### config.mk
export PLATFORM = sky130hd
export DESIGN_NAME = event_detector_multi_flat
export DESIGN_NICKNAME = d
export VERILOG_FILES = /design/src/rtl/event_det_pkg.sv /design/src/rtl/event_detector_multi_if.sv /design/src/rtl/event_det_channel.sv /design/src/rtl/event_detector_multi.sv /design/src/flat_wrapper.sv
export SDC_FILE = /design/constraint.sdc
export NUM_CORES = 1
export LEC_CHECK = 0
export CAP_MARGIN = 20
export CORE_ASPECT_RATIO = 1.5
export CORE_MARGIN = 1.5
export CORE_UTILIZATION = 40
export CTS_CLUSTER_DIAMETER = 200
export DETAILED_ROUTE_END_ITERATION = 10
export GPL_TIMING_DRIVEN = 0
export PLACE_DENSITY = 0.64
export SLEW_MARGIN = 25
export SYNTH_ARGS = -nofsm -noshare
export SYNTH_HDL_FRONTEND = slang
export SYNTH_HIERARCHICAL = 1
export SYNTH_SLANG_ARGS = --single-unit
### constraint.sdc
create_clock -name clk -period 4.3 [get_ports clk]
set_clock_uncertainty 0.1 [all_clocks]
set_input_delay 0.86 -clock clk [delete_from_list [all_inputs] [get_ports clk]]
set_output_delay 0.86 -clock clk [all_outputs]
set_load 0.01 [all_outputs]
### src/rtl/event_det_pkg.sv
// event_det_pkg: edge-detector mode encodings and the mode qualification helper
package event_det_pkg;
  localparam logic [1:0] MODE_OFF  = 2'b00;
  localparam logic [1:0] MODE_RISE = 2'b01;
  localparam logic [1:0] MODE_FALL = 2'b10;
  localparam logic [1:0] MODE_BOTH = 2'b11;
  function automatic logic mode_hit(input logic [1:0] mode, input logic rise);
    return (mode != MODE_OFF) &&
           (rise ? (mode == MODE_RISE || mode == MODE_BOTH)
                 : (mode == MODE_FALL || mode == MODE_BOTH));
  endfunction
endpackage

### src/rtl/event_detector_multi_if.sv
// event_detector_multi_if: pin-side inputs and register-side outputs of the event detector
interface event_detector_multi_if #(
  parameter int N_CH  = 4,
  parameter int CNT_W = 8
);
  logic [N_CH-1:0]       i_Data;
  logic [2*N_CH-1:0]     i_Mode;
  logic [N_CH-1:0]       i_Clear;
  logic [N_CH-1:0]       o_Event;
  logic [N_CH-1:0]       o_Pending;
  logic [N_CH*CNT_W-1:0] o_Count;
  logic                  o_Irq;
  modport master (output i_Data, i_Mode, i_Clear, input o_Event, o_Pending, o_Count, o_Irq);
  modport slave  (input i_Data, i_Mode, i_Clear, output o_Event, o_Pending, o_Count, o_Irq);
endinterface

### src/rtl/event_det_channel.sv
// event_det_channel: synchroniser, glitch filter, mode-qualified edge detect, pending flag and saturating count
module event_det_channel
  import event_det_pkg::*;
#(
  parameter int SYNC_STAGES = 2,
  parameter int FILT_LEN    = 3,
  parameter int CNT_W       = 8
) (
  input  logic             clk,
  input  logic             reset,
  input  logic             data_i,
  input  logic [1:0]       mode_i,
  input  logic             clear_i,
  output logic             event_o,
  output logic             pending_o,
  output logic [CNT_W-1:0] count_o
);
  localparam int MW = $clog2(FILT_LEN + 1);
  localparam logic [MW-1:0] M_LAST = MW'(FILT_LEN - 1);
  logic [SYNC_STAGES-1:0] sync_q, sync_d;
  logic [MW-1:0]          m_q, m_d;
  logic [CNT_W-1:0]       cnt_q, cnt_d, base;
  logic                   f_q, f_d, ev_q, ev_d, pend_q, pend_d, s, flip;
  // clear acts before the increment so a coinciding event leaves count at 1
  always_comb begin
    s      = sync_q[SYNC_STAGES-1];
    sync_d = {sync_q[SYNC_STAGES-2:0], data_i};
    flip   = (s != f_q) && (m_q == M_LAST);
    f_d    = flip ? s : f_q;
    m_d    = (s == f_q || flip) ? '0 : m_q + MW'(1);
    ev_d   = flip && mode_hit(mode_i, s);
    base   = clear_i ? '0 : cnt_q;
    cnt_d  = (ev_d && base != '1) ? base + CNT_W'(1) : base;
    pend_d = ev_d || (pend_q && !clear_i);
  end
  always_ff @(posedge clk) begin
    if (reset) begin
      sync_q <= '0;
      m_q    <= '0;
      cnt_q  <= '0;
      f_q    <= 1'b0;
      ev_q   <= 1'b0;
      pend_q <= 1'b0;
    end else begin
      sync_q <= sync_d;
      m_q    <= m_d;
      cnt_q  <= cnt_d;
      f_q    <= f_d;
      ev_q   <= ev_d;
      pend_q <= pend_d;
    end
  end
  assign event_o   = ev_q;
  assign pending_o = pend_q;
  assign count_o   = cnt_q;
endmodule

### src/rtl/event_detector_multi.sv
// event_detector_multi: N_CH independent filtered edge detectors with a registered combined interrupt
module event_detector_multi
  import event_det_pkg::*;
#(
  parameter int N_CH        = 4,
  parameter int SYNC_STAGES = 2,
  parameter int FILT_LEN    = 3,
  parameter int CNT_W       = 8
) (
  input logic                   clk,
  input logic                   reset,
  event_detector_multi_if.slave bus
);
  logic [N_CH-1:0]       ev_w, pend_w;
  logic [N_CH*CNT_W-1:0] cnt_w;
  logic                  irq_q, irq_d;
  for (genvar c = 0; c < N_CH; c++) begin : g_ch
    event_det_channel #(
      .SYNC_STAGES(SYNC_STAGES),
      .FILT_LEN   (FILT_LEN),
      .CNT_W      (CNT_W)
    ) u_ch (
      .clk      (clk),
      .reset    (reset),
      .data_i   (bus.i_Data[c]),
      .mode_i   (bus.i_Mode[2*c +: 2]),
      .clear_i  (bus.i_Clear[c]),
      .event_o  (ev_w[c]),
      .pending_o(pend_w[c]),
      .count_o  (cnt_w[c*CNT_W +: CNT_W])
    );
  end
  always_comb irq_d = |pend_w;
  always_ff @(posedge clk) begin
    if (reset) irq_q <= 1'b0;
    else irq_q <= irq_d;
  end
  assign bus.o_Event   = ev_w;
  assign bus.o_Pending = pend_w;
  assign bus.o_Count   = cnt_w;
  assign bus.o_Irq     = irq_q;
endmodule

### src/flat_wrapper.sv
// flat-port wrapper written by rule: the top's interface ports become plain ports
module event_detector_multi_flat import event_det_pkg::*;
#(
  parameter int N_CH        = 4,
  parameter int SYNC_STAGES = 2,
  parameter int FILT_LEN    = 3,
  parameter int CNT_W       = 8
)
  (clk, reset, bus_i_Data, bus_i_Mode, bus_i_Clear, bus_o_Event, bus_o_Pending, bus_o_Count, bus_o_Irq);
  event_detector_multi_if #(.N_CH(N_CH), .CNT_W(CNT_W)) bus_i ();
  input logic clk;
  input logic reset;
  input wire logic [$bits(bus_i.i_Data)-1:0] bus_i_Data;
  input wire logic [$bits(bus_i.i_Mode)-1:0] bus_i_Mode;
  input wire logic [$bits(bus_i.i_Clear)-1:0] bus_i_Clear;
  output wire logic [$bits(bus_i.o_Event)-1:0] bus_o_Event;
  output wire logic [$bits(bus_i.o_Pending)-1:0] bus_o_Pending;
  output wire logic [$bits(bus_i.o_Count)-1:0] bus_o_Count;
  output wire logic [$bits(bus_i.o_Irq)-1:0] bus_o_Irq;
  assign bus_i.i_Data = bus_i_Data;
  assign bus_i.i_Mode = bus_i_Mode;
  assign bus_i.i_Clear = bus_i_Clear;
  assign bus_o_Event = bus_i.o_Event;
  assign bus_o_Pending = bus_i.o_Pending;
  assign bus_o_Count = bus_i.o_Count;
  assign bus_o_Irq = bus_i.o_Irq;
  event_detector_multi #(.N_CH(N_CH), .SYNC_STAGES(SYNC_STAGES), .FILT_LEN(FILT_LEN), .CNT_W(CNT_W)) u_core (.clk(clk), .reset(reset), .bus(bus_i));
endmodule
# Word level (Yosys, flattened, before mapping)
# Cells that the tools add are included.
dict set report totals {
  regBits 61
  latch_bits 0
  mem_bits_rw 0
  rom_bits 0
  input_bits 18
  output_inout_bits 41
  word_cells 122
  memories 0
}
dict set report classes {
  addsub 8
  n_mul 0
  div_mod_pow 0
  order_cmp 0
  n_eq_ne 28
  shifts 0
  mux 12
  n_bitwise 0
  n_reduce_logical 49
}
# op count
set ops {}
lappend ops {{two-way mux 8 bit} 8}
lappend ops {{adder 8 x 1 -> 8 bit, second input constant} 4}
lappend ops {{!= test 8 bit, second input constant} 4}
lappend ops {{== test 2 bit, second input constant} 12}
lappend ops {{logical AND 1 bit} 20}
lappend ops {{logical OR 1 bit} 16}
lappend ops {{adder 2 x 1 -> 2 bit, second input constant} 4}
lappend ops {{== test 2 x 1 -> 1 bit, second input constant} 4}
lappend ops {{nonzero test 2 bit} 4}
lappend ops {{OR reduction 2 bit} 4}
lappend ops {{== test 1 bit} 4}
lappend ops {{logical NOT 1 bit} 4}
lappend ops {{two-way mux 1 bit} 4}
lappend ops {{!= test 1 bit} 4}
lappend ops {{OR reduction 4 bit} 1}

# Longest topological paths before layout
dict set report logic_depth {
  word_depth 7
  mapped_depth 7
  ltp_nobuf 6
}

# Cells and area by module
# Netlist, hierarchy kept.
# module instances cells_each area_each_um2 seq_area_each_um2
set by_module_without_submodules {}
lappend by_module_without_submodules {event_det_channel 4 71 658.1 300.3}
lappend by_module_without_submodules {event_detector_multi 1 3 30.0 20.0}

# Least setup slack after synthesis
# Ideal clock, no wire load.
dict set report synth_path {
  kind {input port to flip-flop}
  from {input bus_i_Mode[1]}
  to {register u_core.g_ch[0].u_ch.cnt_q[0]}
  setup_time_ps 59
  arrival_ps 1854
  required_time_ps 4141
  path_slack_ps 2287
  cell_stages 5
  n_path_buf 1
  cell_sequence {nand4b_1 -> and2_4 -> buf_6 -> or4_1 -> nand2_1}
}
dict set report synth_via {
  elab_chain_len 7
  word_cells_on_any_way 11
  cone_classes {eq/ne (3); mux (2); reduce/logical (6)}
}
# element line
set synth_rtl {}
lappend synth_rtl {{start: declaration} flat_wrapper.sv:14} ;# input wire logic [$bits(bus_i.i_Mode)-1:0] bus_i_Mode;
lappend synth_rtl {{== test 2 bit (tied with other cells)} event_det_pkg.sv:10} ;# : (mode == MODE_FALL || mode == MODE_BOTH));
lappend synth_rtl {{logical OR 1 bit (on tied branches)} {event_det_pkg.sv:10, event_det_pkg.sv:9}}
lappend synth_rtl {{two-way mux 1 bit} event_det_pkg.sv:9} ;# (rise ? (mode == MODE_RISE || mode == MODE_BOTH)
lappend synth_rtl {{logical AND 1 bit *} event_det_pkg.sv:8} ;# return (mode != MODE_OFF) &&
lappend synth_rtl {{logical AND 1 bit *} event_det_channel.sv:31} ;# ev_d = flip && mode_hit(mode_i, s);
lappend synth_rtl {{logical AND 1 bit *} event_det_channel.sv:33} ;# cnt_d = (ev_d && base != '1) ? base + CNT_W'(1) : base;
lappend synth_rtl {{two-way mux 8 bit *} event_det_channel.sv:33}
lappend synth_rtl {{end signal: assignment} event_det_channel.sv:47} ;# cnt_q <= cnt_d;
lappend synth_rtl {{end: declaration} event_det_channel.sv:22} ;# logic [CNT_W-1:0] cnt_q, cnt_d, base;
# Every way passes the cells marked *; elsewhere a longest branch is shown, timed or not.
# A chain may end at the register's enable or synchronous reset.

==> results.sh <==
export IMPL_yosysSeqAreaShare=0.459
export IMPL_hold_viol_final=0
export IMPL_worstHoldPathType="reg2reg"
export IMPL_critical_path_arrival_ns=2.46
export IMPL_synth_compound_area_frac=0.152
export IMPL_netlist_instances=287
export IMPL_fin_crit_sh=0.538
export IMPL_setup_violations=0
export IMPL_vias_per_cell=5.36
export IMPL_p_sw_mw=0.240
export IMPL_slew_violations=0
export IMPL_fin_setup_tns_ns=0
export IMPL_p_int_mw=0.872
export IMPL_row_count=36
export IMPL_grt_max_degree=14
export IMPL_hold_worst_slack_ns=0.309
export IMPL_pwr_density_cell_nw_per_um2=315
export IMPL_pin_count=59
export IMPL_gp_congestion=0.751
export IMPL_worst_slew_pin_slew_ns=0.482
export IMPL_hpwlAfterDp_um=4130
export IMPL_antenna_found_initial=0
export IMPL_antennaDiodeCount=0
export IMPL_swShare=0.216
export IMPL_rrSetupSlack_ns=2.46
export IMPL_grt_usage=0.164
export IMPL_drive_above_1_share=0.0970
export IMPL_dr_first_iter_drc_count=75
export IMPL_ant_nets=0
export IMPL_placed_cell_area_um2=3340
export IMPL_clockBufferDepth=2
export IMPL_yosys_area_share_adder=0.0188
export IMPL_die_width_um=69.6
export IMPL_fin_area_um2=3530
export IMPL_synth_cell_types=31
export IMPL_power_total_mw=1.11
export IMPL_period_needed_ns=2.32
export IMPL_die_area_um2=7170
export IMPL_startpoint_type="primary input"
export IMPL_combPwrFrac=0.039
export IMPL_drv_cap=0
export IMPL_synth_top_family_by_area="simple AND/OR/NAND/NOR gates"
export IMPL_clkPwrFrac=0.447
export IMPL_die_h_um=103
export IMPL_first_pass_iters=4
export IMPL_synth_xor_area_share=0.0132
export IMPL_finish_utilization=0.544
export IMPL_fin_nets=378
export IMPL_start_util=0.410
export IMPL_power_frac_seq=0.514
export IMPL_portBuffers=58
export IMPL_wl_um=5860
export IMPL_htree_levels=3
export IMPL_yosysWarnings=6
export IMPL_grt_overflow_total=0
export IMPL_yosys_area_share_simple=0.297
export IMPL_holdPathEnd="u_core/g_ch[1].u_ch/m_q[0]"
export IMPL_muxShareOfSynthArea=0.0150
export IMPL_place_ws_ns=1.61
export IMPL_r2r_start="u_core/g_ch[2].u_ch/m_q[0]"
export IMPL_synth_area_um2=2660
export IMPL_vias=2342
export IMPL_tritoncts="built"
export IMPL_syn_to_final_growth_pct=32.6
export IMPL_end_kind="register"
export IMPL_cts_buffers_inserted=9
export IMPL_remaining_drc_errors=0
export IMPL_grt_pass1_vias=2138
export IMPL_rsz0062_at_grt="no"
export IMPL_timing_rr_end="u_core/g_ch[2].u_ch/count_o[0]"
export IMPL_cts_sinks=61
export IMPL_crit_path_max_fanout=13
export IMPL_r2r_cells=7
export IMPL_insertion_delay_ns=0.33
export IMPL_leakagePower_nw=1.18
export IMPL_peakVddDrop_uv=187
export IMPL_synth_area_per_cell_um2=9.28
export IMPL_dpl_cell_count=421
export IMPL_fp_coreArea_um2=6490
export IMPL_synth_nets=309
export IMPL_ys_ff_latch=61
export IMPL_stdcell_count=437
export IMPL_critPathRequiredTime_ns=4.45
export IMPL_path_class="in2reg"
export IMPL_holdPathStages=1
export IMPL_root_buffer="clkbuf_8"
export IMPL_status="finished clean"
export IMPL_clkTransAtPathRegs_ns=0.06
export IMPL_cts_repair_resized=0
export IMPL_max_slew_margin=0.679
export IMPL_cts_hold_buf=0
export IMPL_wire_per_inst_um=13.4
export IMPL_grt_pass1_wl_um=9480
export IMPL_postCtsSetupBuffers=0
export IMPL_timing_fmax_mhz=432
export IMPL_hold_start="u_core/g_ch[1].u_ch/m_q[0]"
export IMPL_fin_ws_ns=1.98
[area by class of cell]
| class | instances | area [µm²] |
|---|---|---|
| fill | 638 | 2960 |
| multi-input combinational | 202 | 1320 |
| sequential | 61 | 1220 |
| timing repair buffer | 58 | 581 |
| clock buffer | 11 | 141 |
| tap | 76 | 95.1 |
| buffer | 8 | 60.1 |
| inverter | 16 | 60.1 |
| clock inverter | 5 | 50.0 |
[cells by family after synthesis]
logic type                 after synthesis
adders and majority gates                4
and+or+nand+nor                        138
muxes                                    4
buffers and inverters                   24
DFF                                     61
xor gates and xnor gates                 4
AOI/OAI and AO/OA                       52
[cells in the final DEF (no fill, tap or decap)]
cell type,count
clkinv_2,4
nor2b_1,16
ha_1,4
a2111oi_2,4
or2_2,4
clkdlybuf4s50_1,58
or3_1,8
and4_1,4
nor3_1,12
clkbuf_8,10
nand2_1,16
nor2_1,37
bufinv_16,1
o311a_1,4
xnor2_1,4
nand4_1,4
buf_6,4
o311ai_1,4
o21bai_1,4
dfxtp_1,61
inv_1,16
o211ai_1,4
o31ai_1,4
o41ai_1,4
nor3_2,4
or4_1,8
and2_4,4
mux2i_1,4
nor4_1,1
nand2b_1,8
clkbuf_1,5
a21oi_1,16
a41oi_1,4
a211oi_1,4
nand4b_1,12
[how the worst max path moves through the flow]
stage              startpoint                        endpoint  slack (ns)
2_1_floorplan   bus_i_Mode[1]  u_core/g_ch[0].u_ch/count_o[0]        2.29
3_3_place_gp            reset  u_core/g_ch[1].u_ch/count_o[5]        1.65
3_5_place_dp            reset  u_core/g_ch[1].u_ch/count_o[5]        1.61
4_1_cts                 reset  u_core/g_ch[1].u_ch/count_o[5]        1.98
5_1_grt        bus_i_Clear[1]  u_core/g_ch[1].u_ch/count_o[6]        1.85
6_report                reset  u_core/g_ch[1].u_ch/count_o[5]        1.98
[power by group through the flow]
| stage | registers (mW) | logic (mW) | clock network [mW] |
|---|---|---|---|
| after floorplan | 0.584 | 0.0182 | 0 |
| after global placement | 0.585 | 0.0427 | 0 |
| after detailed placement | 0.585 | 0.0431 | 0 |
| after CTS | 0.572 | 0.0432 | 0.510 |
| after global routing | 0.572 | 0.0468 | 0.538 |
| final | 0.572 | 0.0430 | 0.497 |
[flip-flops by register name (all words and copies together), names as in the netlist]
signal and flops:
u_core/g_ch.u_ch/f_q 4, u_core/g_ch.u_ch/event_o 4, u_core/bus.o_Irq 1, u_core/g_ch.u_ch/pending_o 4, u_core/g_ch.u_ch/sync_q 8, u_core/g_ch.u_ch/m_q 8
u_core/g_ch.u_ch/count_o 32
[layer usage]
layer | GRT usage | share of wire
met5 | 0 | 0
met4 | 0.0695 | 0.015
met3 | 0.0420 | 0.040
met2 | 0.297 | 0.50
met1 | 0.182 | 0.45
[synth_stat cells, drive strengths merged]
master | number | area (µm²)
a41oi | 4 | 35.0
nand4 | 4 | 25.0
or4 | 8 | 60.1
nor2 | 37 | 139
mux2i | 4 | 40.0
nor4 | 1 | 6.26
nor2b | 16 | 100
o21bai | 4 | 30.0
nand4b | 12 | 105
o211ai | 4 | 30.0
o311a | 4 | 40.0
and4 | 4 | 35.0
a2111oi | 4 | 60.1
o41ai | 4 | 35.0
clkbuf | 4 | 15.0
xnor2 | 4 | 35.0
dfxtp | 61 | 1220
or3 | 8 | 50.1
nand2 | 16 | 60.1
nand2b | 8 | 50.1
buf | 4 | 45.0
inv | 16 | 60.1
or2 | 4 | 25.0
a21oi | 16 | 80.1
ha | 4 | 50.1
o311ai | 4 | 35.0
a211oi | 4 | 30.0
nor3 | 16 | 100
and2 | 4 | 35.0
o31ai | 4 | 30.0
[worst max-delay path, stage by stage]
cell             delay, ns
clkdlybuf4s50_1       0.64
clkbuf_1              0.35
or2_2                 0.39
nor3_1                0.22
No activity file was read; power rests on OpenSTA's default activity.
